--- src/rtl/universal_shift_reg.sv ---
// WIDTH-bit universal shift register: hold / shift right / shift left / load,
// saturating shift counter and DONE pulse. Define USR_ROTATE_EN to make ROT functional.
module universal_shift_reg #(
   parameter int                 WIDTH     = 8,
   parameter logic [WIDTH-1:0]   RESET_VAL = '0,
   localparam int                CW        = $clog2(WIDTH + 1)
) (
   input  logic             clk_i,
   input  logic             rst_n_i,
   input  logic             en_i,
   input  logic [1:0]       mode_i,
   input  logic             sir_i,
   input  logic             sil_i,
   input  logic             rot_i,
   input  logic [WIDTH-1:0] d_i,
   output logic [WIDTH-1:0] q_o,
   output logic             sor_o,
   output logic             sol_o,
   output logic [CW-1:0]    shift_cnt_o,
   output logic             done_o
);

   typedef enum logic {
      ACTIVE    = 1'b0,
      SATURATED = 1'b1
   } state_t;

   localparam logic [1:0]    MODE_HOLD  = 2'b00;
   localparam logic [1:0]    MODE_SHR   = 2'b01;
   localparam logic [1:0]    MODE_SHL   = 2'b10;
   localparam logic [1:0]    MODE_LOAD  = 2'b11;
   localparam logic [CW-1:0] CNT_LAST   = CW'(WIDTH - 1);

   state_t           state_q;
   logic [WIDTH-1:0] q_q;
   logic [CW-1:0]    cnt_q;
   logic             done_q;
   logic [WIDTH-1:0] shr_d;
   logic [WIDTH-1:0] shl_d;

   // Serial-in bits are only consumed in their own mode, so unused inputs never reach Q.
   always_comb begin
      shr_d = {sir_i, q_q[WIDTH-1:1]};
      shl_d = {q_q[WIDTH-2:0], sil_i};
`ifdef USR_ROTATE_EN
      if (rot_i) begin
         shr_d = {q_q[0], q_q[WIDTH-1:1]};
         shl_d = {q_q[WIDTH-2:0], q_q[WIDTH-1]};
      end
`endif
   end

`ifndef USR_ROTATE_EN
   logic rot_unused;
   assign rot_unused = rot_i;
`endif

   always_ff @(posedge clk_i) begin
      if (!rst_n_i) begin
         q_q     <= RESET_VAL;
         cnt_q   <= '0;
         done_q  <= 1'b0;
         state_q <= ACTIVE;
      end else begin
         done_q <= 1'b0;
         if (en_i) begin
            case (mode_i)
               MODE_HOLD: ;
               MODE_SHR, MODE_SHL: begin
                  q_q <= (mode_i == MODE_SHR) ? shr_d : shl_d;
                  // Count stops at WIDTH; DONE fires only on the transition into saturation.
                  if (state_q == ACTIVE) begin
                     cnt_q <= cnt_q + 1'b1;
                     if (cnt_q == CNT_LAST) begin
                        state_q <= SATURATED;
                        done_q  <= 1'b1;
                     end
                  end
               end
               MODE_LOAD: begin
                  q_q     <= d_i;
                  cnt_q   <= '0;
                  state_q <= ACTIVE;
               end
               default: ;
            endcase
         end
      end
   end

   assign q_o         = q_q;
   assign sor_o       = q_q[0];
   assign sol_o       = q_q[WIDTH-1];
   assign shift_cnt_o = cnt_q;
   assign done_o      = done_q;

endmodule

--- config.mk ---
export PLATFORM = sky130hd
export DESIGN_NAME = universal_shift_reg
export DESIGN_NICKNAME = d
export VERILOG_FILES = /design/src/rtl/universal_shift_reg.sv
export SDC_FILE = /design/constraint.sdc
export NUM_CORES = 1
export LEC_CHECK = 0
export BUFFER_PORTS_ARGS = -buffer_cell sky130_fd_sc_hd__buf_2
export CAP_MARGIN = 20
export CORE_AREA = 2 2 46 48
export CTS_CLUSTER_SIZE = 10
export DETAILED_ROUTE_END_ITERATION = 8
export DIE_AREA = 0 0 48 50
export PLACE_DENSITY = 0.73
export SLEW_MARGIN = 20
export SYNTH_ARGS = -nofsm -noshare
export SYNTH_HDL_FRONTEND = slang
export SYNTH_SLANG_ARGS = --single-unit
export TNS_END_PERCENT = 100
--- constraint.sdc ---
create_clock -name clk_i -period 1.95 [get_ports clk_i]
set_clock_uncertainty 0.15 [all_clocks]
set_input_delay 0.585 -clock clk_i [delete_from_list [all_inputs] [get_ports clk_i]]
set_output_delay 0.585 -clock clk_i [all_outputs]
set_load 0.02 [all_outputs]
==> results of run 1 <==
==> worst reg2reg max path: stages, from the launching register on <==
cell	delay (ps)
dfxtp_1	360
nor4bb_4	350
a41o_1	210
nand2_1	50
a21oi_1	100
==> flip-flops by register name (all words and copies together), names as in the netlist <==
name         cells
state_q          1
q_o              8
done_o           1
shift_cnt_o      4
==> how the worst max path moves through the flow <==
stage | endpoint | slack, ps | cells past startpoint | from
detailed placement | shift_cnt_o[3]$_SDFFE_PN0P_ | -6 | 7 | mode_i[0]
global placement | shift_cnt_o[3]$_SDFFE_PN0P_ | -5 | 7 | mode_i[0]
global route | shift_cnt_o[1]$_SDFFE_PN0P_ | 190 | 7 | mode_i[0]
finish | shift_cnt_o[3]$_SDFFE_PN0P_ | 280 | 7 | mode_i[1]
CTS | shift_cnt_o[3]$_SDFFE_PN0P_ | 280 | 7 | mode_i[0]
floorplan | shift_cnt_o[3]$_SDFFE_PN0P_ | 190 | 6 | mode_i[1]
==> kinds of logic after synthesis <==
| group | after synthesis | share of synthesized area (%) |
|---|---|---|
| buffers and inverters | 10 | 7.21 |
| multiplexers | 17 | 20.4 |
| AND/OR/NAND/NOR | 31 | 21.5 |
| AO/OA/AOI/OAI | 16 | 11.3 |
| flip-flops | 14 | 33.6 |
| adder cells (fa/ha/maj) | 4 | 6.01 |
==> layout make-up <==
type	count	area share, %
multi-input combinational	68	47.3
clock buffer	4	3.48
timing repair buffer	33	18.0
inverter	3	1.08
sequential	14	26.9
tap	27	3.24
==> routing by layer <==
metal,wire length [um],up-vias,GRT usage (%),part of all wire (%)
li1,-,375,-,-
met1,813,326,18.5,49
met2,781,21,24.7,47
met3,62,2,3.30,3.7
met4,10,0,6.76,0.60
met5,0,-,0,0
==> cell usage in the layout, fill, tap and decap left out, types with 4 or more instances in the layout <==
| cell | n |
|---|---|
| nor2b_1 | 11 |
| mux2i_1 | 17 |
| o21ai_0 | 9 |
| ha_1 | 4 |
| dfxtp_1 | 14 |
| buf_2 | 29 |
| nand2_1 | 11 |
==> stage by stage <==
step	instance area [um^2]	util [%]	power, mW
after floorplan	833	-	0.394
after global placement	1010	52.9	0.433
after global routing	1040	54.8	0.676
after CTS	1040	54.8	0.646
final	1040	54.8	0.636
after detailed placement	1010	52.9	0.436
==> power breakdown <==
part / total [mW] / internal (mW) / switching, mW
Clock: 0.208 / 0.114 / 0.0943
Sequential: 0.303 / 0.294 / 0.00897
Combinational: 0.125 / 0.0610 / 0.0643
Total: 0.636 / 0.469 / 0.168
==> impl_metrics.csv, run 1 <==
group,metric,value,unit
outcome,status,"finished, final reports clean",
placed_design,placed_cells,145,
placed_design,post-place-ws,-5.61,ps
timing,min_period,1670,ps
die,die_area,2400,um^2
die,rows,16,
timing,setup_violations,0,
global_route,grt_pass1_wl,2.70,mm
clock_tree,cts.repair.resized,0,
timing,holdWs,356,ps
worst_setup_path,critical_path_buf_inv_count,2,
die,initial_core_util,43.8,%
clock_tree,insertion_delay,280,ps
worst_setup_path,critPathLaunchType,"primary input",
synthesis,synthArstFlopShare,0,%
worst_setup_path,path_max_fanout,3,
cells_and_area,nNetsFinal,143,
clock_tree,cts-htree-levels,1,
placed_design,dp.final_hpwl,1.26,mm
hold_path,min_from,"shift_cnt_o[3]$_SDFFE_PN0P_",
timing,finalHoldViolCount,0,
power_and_ir_drop,p_leak,0.502,nW
clock_tree,cts_tree,"yes",
synthesis,ys_top_cells_by_area,"dfxtp_1 34%, mux2i_1 20%, nor2b_1 8.3%",
timing,tns,0,ps
route,viasPerCell,4.86,
placed_design,port_buffers,29,
global_route,grt_pass1_vias,670,
worst_setup_path,r2r.worst_path.cells,4,
worst_setup_path,arrival,1730,ps
clock_tree,clk_pin_slew_worst_paths,80,ps
die,dieHeight,50,um
synthesis,ys_seq_elements,14,
clock_tree,cts_root_buf,"clkbuf_4",
synthesis,yosys_warnings,0,
clock_tree,numCtsBuffers,3,
timing,fmax,600,MHz
synthesis,synth_nets,112,
power_and_ir_drop,ir_drop,0.373,mV
hold_path,min_to,"shift_cnt_o[3]$_SDFFE_PN0P_",
synthesis,yosys-top-cells-count,"17 x mux2i_1, 14 x dfxtp_1, 11 x nand2_1, 11 x nor2b_1, 9 x o21ai_0",
synthesis,synth.most_common_cell,"mux2i_1",
worst_setup_path,cpLargestDelayFamily,"simple AND/OR/NAND/NOR gates",
synthesis,synth_edf_count,0,
clock_tree,clock_sinks,14,
global_route,overflow,0,
synthesis,synth_cell_types,23,
route,drt-pass1-iter-count,4,
synthesis,ys.flop_type,"dfxtp_1",
run,drv_cap,0,
worst_setup_path,r2r_slack,670,ps
timing,tightest_slew,276,ps
synthesis,synth_top_area_cell,"dfxtp_1",
route,vias,724,
synthesis,synthCells,92,
power_and_ir_drop,p_per_area,611,nW/um^2
global_route,grt_max_degree,17,
clock_tree,post-cts-setup-buffers,0,
synthesis,avgSynthCellArea,9.06,um^2
clock_tree,cts_buffer_depth,2,
synthesis,netlist_area,833,um^2
synthesis,synth_top_area_share,33.6,%
worst_setup_path,slowest_stage,"nor4bb_4",
hold_path,min_path_type,"reg2reg",
route,drc,0,
hold_path,hold_path_depth,1,
cells_and_area,fin_cells,149,
worst_setup_path,timing.rr.end,"shift_cnt_o[3]$_SDFFE_PN0P_",
worst_setup_path,max_stage_delay,350,ps
cells_and_area,drive_above_1_share,32.0,%
clock_tree,ctsHoldBuffers,0,
cells_and_area,n_antenna_cell,0,
worst_setup_path,worstSetupPathType,"in2reg",
route,routed_wl,1.67,mm
timing,slew-limit-headroom,81.5,%
cells_and_area,multi_input_area,493,um^2
die,io_pins,31,
route,drtIter0Drc,6,
timing,rsz0062_at_grt,"no",
die,die_width,48,um
worst_setup_path,crit_path_end_kind,"flip-flop",
cells_and_area,area_growth,25.1,%
worst_setup_path,crit_chain,"buf_2, inv_1, ha_1, nor4bb_4, a41o_1, nand2_1, a21oi_1",
timing,fin_crit_sh,85.4,%
die,core,1900,um^2
timing,finalWorstSetupSlack,285,ps
global_route,gr-usage-all-layers,15.3,%
route,wire_per_inst,11.2,um
synthesis,ys_seq_area_share,33.6,%
cells_and_area,final.fill_count,184,
timing,slew_violations,0,
cells_and_area,seq_area,280,um^2
placed_design,routabilityCongestion,0.746,
worst_setup_path,timing.rr.start,"state_q$_SDFFE_PN0P_",
global_route,antenna_found_initial,0,
route,ant_nets,0,
worst_setup_path,critPathRequiredTime,2020,ps
No activity file was read; power rests on OpenSTA's default activity.
==> run 2: changes to the inputs <==
Settings changed: CORE_AREA 2 2 46 48 to 2 2 44 46, CTS_BUF_LIST from default to sky130_fd_sc_hd__clkbuf_8, DIE_AREA 0 0 48 50 to 0 0 46 48, PLACE_DENSITY 0.73 to 0.79.
==> run 2 against run 1 <==
Net effect:
- sequential power is essentially flat
- via count up 2.1%
- wire length increased by 5.5%
- worst hold slack improved by 18 ps
- utilization up 7.3 points
- non-clock buffer count unchanged
- clock power is 34% higher
- critical path type unchanged
==> impl_metrics.csv, run 2 (synthesis gave the netlist of run 1 again) <==
group,metric,value,unit
power_and_ir_drop,p_per_area,676,nW/um^2
die,die_width,46,um
route,viasPerCell,5.32,
timing,tightest_slew,312,ps
cells_and_area,nNetsFinal,143,
hold_path,min_path_type,"reg2reg",
clock_tree,cts-htree-levels,1,
worst_setup_path,crit_cells,7,
timing,setup_violations,0,
route,drc,0,
worst_setup_path,critical_path_buf_inv_count,2,
timing,slew_violations,0,
clock_tree,cts_buffer_depth,2,
clock_tree,post-cts-setup-buffers,0,
timing,slew-limit-headroom,79.1,%
power_and_ir_drop,p_leak,0.510,nW
worst_setup_path,arrival,1770,ps
die,dieHeight,48,um
placed_design,dpl_cell_area,993,um^2
worst_setup_path,crit_path_end_kind,"flip-flop",
cells_and_area,final_common_cell,"buf_2",
die,initial_core_util,49.3,%
worst_setup_path,timing.rr.end,"shift_cnt_o[3]$_SDFFE_PN0P_",
cells_and_area,area_growth,25.8,%
global_route,grt_pass1_wl,2.57,mm
worst_setup_path,critPathRequiredTime,1960,ps
global_route,overflow,0,
route,drtIter0Drc,6,
clock_tree,ctsHoldBuffers,0,
timing,rsz0062_at_grt,"no",
timing,min_period,1750,ps
power_and_ir_drop,ir_drop,0.529,mV
global_route,gr-usage-all-layers,16.3,%
worst_setup_path,r2r.worst_path.cells,4,
clock_tree,cts_tree,"yes",
timing,fin_crit_sh,89.8,%
worst_setup_path,timing.rr.start,"state_q$_SDFFE_PN0P_",
die,io_pins,31,
worst_setup_path,slowest_stage,"ha_1",
outcome,status,"finished, final reports clean",
cells_and_area,drive_above_1_share,32.0,%
clock_tree,insertion_delay,240,ps
die,core,1690,um^2
worst_setup_path,r2r_slack,650,ps
worst_setup_path,cpLargestDelayFamily,"simple AND/OR/NAND/NOR gates",
clock_tree,clock_sinks,14,
placed_design,routabilityCongestion,0.761,
route,wire_per_inst,12.7,um
run,drv_cap,0,
timing,finalHoldViolCount,0,
clock_tree,cts.repair.resized,0,
hold_path,min_to,"shift_cnt_o[1]$_SDFFE_PN0P_",
timing,finalWorstSetupSlack,198,ps
route,vias,739,
die,die_area,2210,um^2
hold_path,hold_path_depth,2,
hold_path,min_from,"shift_cnt_o[1]$_SDFFE_PN0P_",
worst_setup_path,max_stage_delay,320,ps
cells_and_area,largest_reg_flops,8,
worst_setup_path,critPathLaunchType,"primary input",
route,routed_wl,1.76,mm
global_route,antenna_found_initial,0,
worst_setup_path,path_max_fanout,4,
placed_design,port_buffers,29,
clock_tree,numCtsBuffers,3,
cells_and_area,final_area,1050,um^2
cells_and_area,final_cell_mix,"29 x buf_2, 17 x mux2i_1, 14 x dfxtp_1",
placed_design,post-place-ws,-57.0,ps
cells_and_area,n_antenna_cell,0,
global_route,grt_max_degree,17,
placed_design,dp.final_hpwl,1.31,mm
die,rows,15,
worst_setup_path,crit_chain,"buf_2, inv_1, ha_1, nor2b_1, o21ai_1, nor2_1, nor3b_1",
clock_tree,clk_pin_slew_worst_paths,60,ps
global_route,grt_pass1_vias,609,
timing,fmax,571,MHz
route,ant_nets,0,
worst_setup_path,worstSetupPathType,"in2reg",
clock_tree,cts_root_buf,"clkbuf_8",
route,drt-pass1-iter-count,2,
-- run 2: cell count changes in the layout (fill, tap and decap cells not counted) --
cell	previous run	this run
clkbuf_4	3	0
clkbuf_8	1	4
-- run 2: worst min-delay path: stages, from the launching register on --
cell and delay (ps):
dfxtp_1 340, nand2_1 60, a21boi_0 70
-- run 2: per-stage QoR --
step           util (%)  TNS [ps]  total power, mW  std cells  hold slack [ps]
3_5_place_dp       58.8      -122            0.436        135              364
4_1_cts            62.1         0            0.717        139              374
5_1_grt            62.1         0            0.739        139              411
2_1_floorplan         -         0            0.394         92              401
6_report           62.1         0            0.709        139              374
3_3_place_gp       58.8         0            0.432        135              343
-- run 2: routing by layer --
metal	up-vias	GRT usage [%]	part of all wire (%)
li1	375	-	-
met1	337	18.4	43
met2	21	29.4	50
met3	6	2.64	4.5
met4	0	8.57	3.1
met5	-	0	0
-- run 2: power by group --
group,switching [mW],leakage [nW],internal [mW],total (mW)
registers,0.00929,0.113,0.295,0.304
logic,0.0646,0.367,0.0612,0.126
clock network,0.101,0.0288,0.179,0.279
-- run 2: worst max-delay path by stage --
stage	endpoint	slack, ps	startpoint
global placement	shift_cnt_o[3]$_SDFFE_PN0P_	6	mode_i[0]
global route	shift_cnt_o[3]$_SDFFE_PN0P_	80	mode_i[0]
detailed placement	shift_cnt_o[3]$_SDFFE_PN0P_	-60	mode_i[0]
floorplan	shift_cnt_o[3]$_SDFFE_PN0P_	190	mode_i[1]
finish	shift_cnt_o[2]$_SDFFE_PN0P_	200	mode_i[0]
CTS	shift_cnt_o[3]$_SDFFE_PN0P_	200	mode_i[0]
-- run 2: final cells by class --
cell class / instances / area, um^2
clock buffers: 4 / 55.1
fillers: 153 / 641
inverters: 3 / 11.3
multi-input cells: 68 / 493
flip-flops and latches: 14 / 280
well taps: 17 / 21.3
repair buffers: 33 / 188
==> run 3: changes to the inputs <==
Settings changed: CORE_AREA 2 2 44 46 to 2 2 43 45, DIE_AREA 0 0 46 48 to 0 0 45 47, PLACE_DENSITY 0.79 to 0.82.
Clock period 1.95 ns to 2.1 ns, I/O delays scaled along.
==> run 3 against run 2 <==
Net effect:
- combinational power is 12% lower
- worst hold slack got worse by 8.9 ps
- total power decreased by 14%
- non-clock buffer count is 1 lower
- critical path depth stayed put
- wire length grew 1.2%
- setup slack better by 110 ps
- final area shrank 3.2%
- critical endpoint unchanged
- largest cell class unchanged
==> impl_metrics.csv, run 3 (synthesis gave the netlist of run 1 again) <==
group,metric,value,unit
global_route,gr-usage-all-layers,18.7,%
power_and_ir_drop,ir_drop,0.310,mV
global_route,antenna_found_initial,0,
route,routed_wl,1.78,mm
power_and_ir_drop,switching_share,25.5,%
worst_setup_path,worstSetupPathType,"in2reg",
power_and_ir_drop,combPwrFrac,18.3,%
run,drv_cap,0,
cells_and_area,n_antenna_cell,0,
cells_and_area,area_growth,21.8,%
clock_tree,cts_tree,"yes",
placed_design,dp.final_hpwl,1.33,mm
worst_setup_path,r2r_slack,800,ps
clock_tree,clock_sinks,14,
die,die_area,2120,um^2
worst_setup_path,path_max_fanout,4,
timing,setup_violations,0,
cells_and_area,fin_util,61.4,%
worst_setup_path,crit_path_end_kind,"flip-flop",
route,ant_nets,0,
timing,slew-limit-headroom,80.7,%
timing,tns,0,ps
die,core,1650,um^2
die,dieHeight,47,um
timing,fin_crit_sh,85.3,%
die,die_width,45,um
cells_and_area,drive_above_1_share,30.8,%
placed_design,routabilityCongestion,0.797,
clock_tree,cts.repair.resized,0,
die,rows,15,
clock_tree,ctsHoldBuffers,0,
route,drtIter0Drc,10,
cells_and_area,largest_reg_flops,8,
power_and_ir_drop,internal_power,0.452,mW
route,drt-pass1-iter-count,2,
cells_and_area,final.fill_count,156,
timing,fmax,558,MHz
cells_and_area,final_common_cell,"buf_2",
clock_tree,numCtsBuffers,3,
clock_tree,clk_pin_slew_worst_paths,50,ps
route,viasPerCell,5.32,
cells_and_area,final_cell_mix,"29 x buf_2, 17 x mux2i_1, 14 x dfxtp_1",
worst_setup_path,critPathRequiredTime,2110,ps
timing,finalHoldViolCount,0,
placed_design,port_buffers,29,
cells_and_area,nNetsFinal,142,
worst_setup_path,arrival,1800,ps
route,drc,0,
global_route,grt_pass1_wl,2.83,mm
clock_tree,post-cts-setup-buffers,0,
global_route,grt_max_degree,17,
power_and_ir_drop,p_per_area,598,nW/um^2
die,initial_core_util,50.5,%
timing,min_period,1790,ps
power_and_ir_drop,seqPwrFrac,46.5,%
power_and_ir_drop,p_leak,0.494,nW
global_route,grt_pass1_vias,686,
route,wire_per_inst,13.0,um
outcome,status,"finished, final reports clean",
clock_tree,cts-htree-levels,1,
power_and_ir_drop,p_clk_share,35.1,%
timing,rsz0062_at_grt,"no",
global_route,overflow,0,
power_and_ir_drop,power.switching,0.155,mW
clock_tree,cts_buffer_depth,2,
timing,holdWs,366,ps
clock_tree,insertion_delay,240,ps
power_and_ir_drop,p_total,0.607,mW
hold_path,min_path_type,"reg2reg",
worst_setup_path,critPathLaunchType,"primary input",
clock_tree,cts_root_buf,"clkbuf_8",
timing,tightest_slew,290,ps
timing,slew_violations,0,
route,vias,729,
die,io_pins,31,
==> run 3: changes by cell type in the layout (fill, tap and decap cells not counted) <==
cell / change
buf_12: -1
clkbuf_8: -1
==> run 3: routing by layer <==
layer  wire, um  vias to the layer above  GRT usage, %  part of all wire (%)
li1           -                      373             -                     -
met1        771                      330          19.6                    43
met2        884                       22          34.9                    50
met3        103                        4          6.15                   5.8
met4         21                        0          7.06                   1.2
met5          0                        -             0                     0
==> run 3: power by group through the flow <==
stage | logic (mW) | clock network (mW) | registers, mW
CTS | 0.112 | 0.217 | 0.283
floorplan | 0.0690 | 0 | 0.297
global route | 0.122 | 0.232 | 0.284
global placement | 0.108 | 0 | 0.287
finish | 0.111 | 0.213 | 0.282
detailed placement | 0.111 | 0 | 0.288
==> run 3: worst paths after layout <==
| kind | startpoint | endpoint | depth (start not counted) |
|---|---|---|---|
| worst max-delay path | mode_i[0] | shift_cnt_o[2]$_SDFFE_PN0P_ | 7 |
| worst min-delay path | shift_cnt_o[3]$_SDFFE_PN0P_ | shift_cnt_o[3]$_SDFFE_PN0P_ | 1 |
| worst max register to register | state_q$_SDFFE_PN0P_ | shift_cnt_o[3]$_SDFFE_PN0P_ | 4 |
| worst min register to register | shift_cnt_o[3]$_SDFFE_PN0P_ | shift_cnt_o[3]$_SDFFE_PN0P_ | 1 |
==> run 3: final cells by class <==
type	count	area, um^2	share of cell area (%)
clock buffers	3	41.3	4.07
inverters	3	11.3	1.11
multi-input cells	68	493	48.6
flip-flops and latches	14	280	27.6
well taps	17	21.3	2.10
repair buffers	32	168	16.5
==> run 3: stage by stage <==
step / cells / instance area (um^2) / worst slack, ps
after CTS: 137 / 1010 / 287
after global placement: 134 / 973 / 95.2
after detailed placement: 134 / 973 / 40.1
after floorplan: 92 / 833 / 298
final: 137 / 1010 / 308
after global routing: 137 / 1010 / 220
==> run 3: worst max-delay path: stages <==
cell and delay [ps]:
buf_2 100, inv_1 40, ha_1 310, nor2b_1 170, o21ai_1 270, nor2_1 90
nor3b_1 190
